==> src/rtl/mem0_dreq_ctrl.sv <==
// MEM0 data-request controller: issues one cache/uncached-bridge request per memory
// instruction, stalls MEM0 until it completes, and drains responses orphaned by a flush.
// Optional CACHE instruction support is enabled by defining MEM0_CACHE_OP_EN.
module mem0_dreq_ctrl #(
  parameter int ADDR_W = 32,
  parameter int DATA_W = 32
) (
  input  logic                  clk,
  input  logic                  reset,
  input  logic                  flush,
  input  logic                  MEM0_wr,
  input  logic                  MEM0_mem_rd,
  input  logic                  MEM0_mem_wr,
  input  logic [1:0]            MEM0_mem_size,
  input  logic [ADDR_W-1:0]     MEM0_paddr,
  input  logic [DATA_W-1:0]     MEM0_rf_data,
  input  logic                  MEM0_unhit,
  input  logic [4:0]            MEM0_cache_op,
  input  logic                  MEM0_ex,
  output logic                  data_req,
  output logic                  data_wr,
  output logic [1:0]            data_size,
  output logic [ADDR_W-1:0]     data_addr,
  output logic [DATA_W-1:0]     data_wdata,
  output logic [DATA_W/8-1:0]   data_wstrb,
  output logic                  data_uncached,
  output logic [4:0]            data_cache_op,
  input  logic                  data_addr_ok,
  input  logic                  data_data_ok,
  input  logic [DATA_W-1:0]     data_rdata,
  output logic                  MEM0_stall,
  output logic [DATA_W-1:0]     MEM0_rdata,
  output logic                  MEM0_rdata_vld,
  output logic [2:0]            dbg_state
);

  localparam int STRB_W = DATA_W / 8;
  localparam int OFF_W  = $clog2(STRB_W);

  // Handshake: a request is transferred on a cycle where data_req and data_addr_ok are
  // both high; its completion is the later (or same) cycle with data_data_ok high.
  typedef enum logic [2:0] {
    IDLE   = 3'd0,
    REQ    = 3'd1,
    WAIT   = 3'd2,
    CANCEL = 3'd3,
    DONE   = 3'd4
  } state_t;

  state_t state, state_nxt;
  logic   capture;
  logic   cop_act;
  logic [4:0] cop_val;
  logic   need;
  logic   store_act;
  logic   is_req;
  logic [OFF_W-1:0]  off;
  logic [STRB_W-1:0] strb;
  logic [DATA_W-1:0] wdata;

`ifdef MEM0_CACHE_OP_EN
  assign cop_act = (MEM0_cache_op != 5'd0);
  assign cop_val = MEM0_cache_op;
`else
  logic unused_cache_op;
  assign cop_act         = 1'b0;
  assign cop_val         = 5'd0;
  assign unused_cache_op = ^MEM0_cache_op;
`endif

  assign need      = (MEM0_mem_rd | MEM0_mem_wr | cop_act) & ~MEM0_ex;
  assign store_act = MEM0_mem_wr & ~cop_act;
  assign is_req    = (state == REQ);
  assign off       = MEM0_paddr[OFF_W-1:0];

  always_comb begin
    strb  = '1;
    wdata = MEM0_rf_data;
    case (MEM0_mem_size)
      2'd0: begin
        strb  = {{(STRB_W-1){1'b0}}, 1'b1} << off;
        wdata = {STRB_W{MEM0_rf_data[7:0]}};
      end
      2'd1: begin
        strb  = {{(STRB_W-2){1'b0}}, 2'b11} << off;
        wdata = {(STRB_W/2){MEM0_rf_data[15:0]}};
      end
      default: begin
        strb  = '1;
        wdata = MEM0_rf_data;
      end
    endcase
  end

  always_ff @(posedge clk) begin
    if (reset) begin
      state      <= IDLE;
      MEM0_rdata <= '0;
    end else begin
      state <= state_nxt;
      if (capture) MEM0_rdata <= data_rdata;
    end
  end

  always_comb begin
    state_nxt = state;
    capture   = 1'b0;
    case (state)
      IDLE: begin
        if (need && !flush) state_nxt = REQ;
      end
      REQ: begin
        if (flush) begin
          // Accepted but flushed: the response still has to be drained in CANCEL.
          if (data_addr_ok && !data_data_ok) state_nxt = CANCEL;
          else                               state_nxt = IDLE;
        end else if (data_addr_ok && data_data_ok) begin
          state_nxt = DONE;
          capture   = 1'b1;
        end else if (data_addr_ok) begin
          state_nxt = WAIT;
        end
      end
      WAIT: begin
        if (flush) begin
          state_nxt = data_data_ok ? IDLE : CANCEL;
        end else if (data_data_ok) begin
          state_nxt = DONE;
          capture   = 1'b1;
        end
      end
      CANCEL: begin
        if (data_data_ok) state_nxt = IDLE;
      end
      DONE: begin
        if (MEM0_wr || flush) state_nxt = IDLE;
      end
      default: state_nxt = IDLE;
    endcase
  end

  assign data_req       = is_req;
  assign data_wr        = is_req & store_act;
  assign data_size      = is_req ? MEM0_mem_size : 2'd0;
  assign data_addr      = is_req ? MEM0_paddr : '0;
  assign data_wdata     = is_req ? wdata : '0;
  assign data_wstrb     = (is_req && store_act) ? strb : '0;
  assign data_uncached  = is_req & MEM0_unhit;
  assign data_cache_op  = is_req ? cop_val : 5'd0;

  assign MEM0_stall     = (need && (state != DONE) && !flush) || (state == CANCEL);
  assign MEM0_rdata_vld = (state == DONE) && MEM0_mem_rd && !cop_act;
  assign dbg_state      = state;

endmodule
==> config.mk <==
export PLATFORM = sky130hd
export DESIGN_NAME = mem0_dreq_ctrl
export DESIGN_NICKNAME = d
export VERILOG_FILES = /design/src/rtl/mem0_dreq_ctrl.sv
export SDC_FILE = /design/constraint.sdc
export NUM_CORES = 1
export LEC_CHECK = 0
export CAP_MARGIN = 30
export CORE_AREA = 2 2 88 90
export DETAILED_ROUTE_END_ITERATION = 7
export DIE_AREA = 0 0 90 92
export GPL_TIMING_DRIVEN = 1
export PLACE_DENSITY = 0.9
export REMOVE_ABC_BUFFERS = 1
export SETUP_SLACK_MARGIN = 0.4
export SLEW_MARGIN = 10
export SYNTH_ARGS = -nofsm -noshare
export SYNTH_HDL_FRONTEND = slang
export SYNTH_SLANG_ARGS = --single-unit
==> constraint.sdc <==
create_clock -name clk -period 3.86 [get_ports clk]
set_clock_uncertainty 0.1 [all_clocks]
set_input_delay 0.772 -clock clk [delete_from_list [all_inputs] [get_ports clk]]
set_output_delay 0.772 -clock clk [all_outputs]
set_load 0.005 [all_outputs]
==> flow_summary.toml <==
[place]
place.gp.congestion = 0.804
portBuffers = 217
place.detailed.hpwl_um = 7000
placed_cells = 600

[global_routing]
grt_max_degree = 45
grt_first_pass_wirelength_um = 14600
antenna_found_initial = 0
grt_util_all_layers = 0.213
grt_pass1_vias = 2959
overflow = 0

[sta]
slew_headroom = 0.645
fin_setup_tns_ns = 0
setup_viol = 0
fmax_ghz = 0.302
maxSlewViolCount = 0
min_period_ns = 3.31
timing.hold.ws_ns = 0.400
tightestPinTransition_ns = 0.532
fin_crit_sh = 0.856
rsz0062_at_grt = "no"
hold_viol_final = 0

[synth]
syn_area_per_cell_um2 = 7.74
postSynthCellCount = 298
synth_area_um2 = 2310
yosysWarningCount = 0
synth_cell_types = 34
yosysSeqAreaShare = 0.304
ys_ff_latch = 35

[layout]
syn2layout_area_growth_pct = 99.8
diodes = 0
fin_cells = 606
drive_above_1_share = 0.0417
fillCellCount = 610
nets = 618

[setup_path]
worstRegToRegCells = 5
r2r-end = "MEM0_rdata[15]$_SDFFE_PP0P_"
crit_path_end = "data_wdata[12]"
start_kind = "primary input"
r2r_setup_slack_ns = 1.75
critical_path_required_ns = 2.99
cp-end-kind = "output pin"
timing.critical_path.from = "MEM0_mem_size[0]"
r2r-start = "dbg_state[0]$_SDFFE_PP0P_"
critPathKind = "primary input to output pin"
crit_fanout = 5
crit_arrival_ns = 2.43

[floorplan]
io-pin-count = 228
initial_core_util = 0.310
rows = 32
coreArea_um2 = 7450
die_w_um = 90
die_area_um2 = 8280
die_height_um = 92

[power]
cellLeakagePower_uw = 0.00184
p_per_area_nw_per_um2 = 208
ir_drop_uv = 271
finalPower_uw = 960

[hold_path]
hp-start = "MEM0_rdata[12]$_SDFFE_PP0P_"
hold_path.class = "register to register"

[clock_network]
cts_root_buf = "clkbuf_8"
htree_levels = 2
cts_made_buffers = 5
clock_latency_ns = 0.28
path_clk_slew_ns = 0.06
postCtsHoldBufs = 0
clock_path_buffers = 2
clock_sinks = 35
cts_tree = "yes"
post_cts_buffers = 0

[detailed_routing]
wirelength_um = 9170
drc = 0
drtIter0Drc = 82
drtPass1Iterations = 4
route.vias.total = 2930
ant_nets = 0
via_per_inst = 4.83
wl_per_cell_um = 15.1

[flow_run]
drv_cap = 0

[run_status]
status = "finished, final reports clean"
[registers in the layout, indices dropped and copies added, names as in the netlist]
signal      flops
MEM0_rdata     32
dbg_state       3
[worst min-delay path by stage]
| stage | depth (start not counted) | end | slack (ns) |
|---|---|---|---|
| 2_1_floorplan | 2 | MEM0_rdata[0]$_SDFFE_PP0P_ | 0.39 |
| 3_3_place_gp | 2 | MEM0_rdata[15]$_SDFFE_PP0P_ | 0.37 |
| 3_5_place_dp | 2 | MEM0_rdata[5]$_SDFFE_PP0P_ | 0.39 |
| 4_1_cts | 2 | MEM0_rdata[5]$_SDFFE_PP0P_ | 0.40 |
| 5_1_grt | 2 | MEM0_rdata[25]$_SDFFE_PP0P_ | 0.44 |
| 6_report | 2 | MEM0_rdata[12]$_SDFFE_PP0P_ | 0.40 |
[repair_timing]
item / in CTS / in global routing
endpoints found under the setup margin: 0 / 1
hold endpoints to repair: 0 / 0
resized for setup: 0 / 1
[per-stage QoR]
stage	cell area, µm²	setup WS (ns)	util
2_1_floorplan	2160	0.204	-
3_3_place_gp	4530	0.546	0.609
3_5_place_dp	4530	0.504	0.609
4_1_cts	4610	0.496	0.618
5_1_grt	4610	0.412	0.619
6_report	4610	0.554	0.619
[synthesized netlist by cell type]
| library cell | n | area, µm² |
|---|---|---|
| o21bai_1 | 1 | 7.51 |
| o21ai_0 | 11 | 55.1 |
| nor3_1 | 3 | 15.0 |
| buf_2 | 1 | 5.00 |
| o21ai_1 | 1 | 5.00 |
| buf_1 | 2 | 7.51 |
| a21oi_1 | 22 | 110 |
| conb_1 | 1 | 3.75 |
| nor2b_1 | 2 | 12.5 |
| clkbuf_1 | 19 | 71.3 |
| nor4b_1 | 1 | 8.76 |
| inv_1 | 7 | 26.3 |
| a311o_1 | 1 | 10.0 |
| o41ai_1 | 1 | 8.76 |
| mux2_2 | 1 | 11.3 |
| nand3b_1 | 2 | 15.0 |
| buf_4 | 5 | 37.5 |
| a2111oi_4 | 1 | 27.5 |
| and3_1 | 41 | 257 |
| nor2_1 | 65 | 244 |
| a2111oi_0 | 1 | 8.76 |
| nand3b_4 | 1 | 20.0 |
| a2bb2oi_1 | 1 | 8.76 |
| dfxtp_1 | 35 | 701 |
| o22ai_1 | 1 | 6.26 |
| mux2i_1 | 48 | 480 |
| nor3b_1 | 2 | 15.0 |
| nand2b_1 | 1 | 6.26 |
| clkinv_1 | 1 | 3.75 |
| nand2_1 | 12 | 45.0 |
| a22oi_1 | 1 | 7.51 |
| o21a_1 | 1 | 7.51 |
| nand2b_4 | 1 | 13.8 |
| buf_6 | 4 | 45.0 |
[cell type report]
| cell class | count | area [µm²] | area share |
|---|---|---|---|
| inverter | 8 | 30.0 | 0.00651 |
| multi-input combinational | 228 | 1430 | 0.311 |
| timing repair buffer | 227 | 2250 | 0.487 |
| tap | 102 | 128 | 0.0277 |
| clock buffer | 6 | 72.6 | 0.0157 |
| sequential | 35 | 701 | 0.152 |
[routing by layer]
metal,routed length [µm],global-route usage,vias to the layer above
met5,0,0,-
met2,4480,0.382,156
li1,-,-,1421
met1,3670,0.243,1337
met4,209,0.0615,0
met3,816,0.0682,16
[cells in the final DEF (no fill, tap or decap), drive strengths merged]
master,n
nand2b,2
o21ai,12
clkdlybuf4s50,217
nor3,3
o22ai,1
a21oi,22
dfxtp,35
buf,10
a2bb2oi,1
nor3b,2
nand2,12
o41ai,1
a22oi,1
mux2,1
nor2b,2
nand3b,3
conb,5
clkinv,1
nor2,65
a311o,1
o21a,1
clkbuf,6
nor4b,1
and3,41
inv,7
a2111oi,2
mux2i,48
o21bai,1
[logic make-up (layout without fill, tap and decap cells)]
| logic type | after synthesis | count (layout) | share of synthesized area |
|---|---|---|---|
| other | 1 | 5 | 0.00163 |
| buffers and inverters | 39 | 241 | 0.0851 |
| muxes | 49 | 49 | 0.213 |
| DFF | 35 | 35 | 0.304 |
| AOI/OAI and AO/OA | 43 | 43 | 0.114 |
| and+or+nand+nor | 131 | 131 | 0.283 |
[worst max-delay path: stages]
cell	delay, ns
clkdlybuf4s50_1	0.44
nor2_1	0.27
buf_4	0.20
nand2_1	0.05
a21oi_1	0.17
clkdlybuf4s50_1	0.52
[power breakdown]
group	switching [µW]	total [µW]	internal (µW)
clock	123	243	120
sequential	6.90	374	367
combinational	122	343	221
Note: power is estimated with default switching activity, not from simulation.
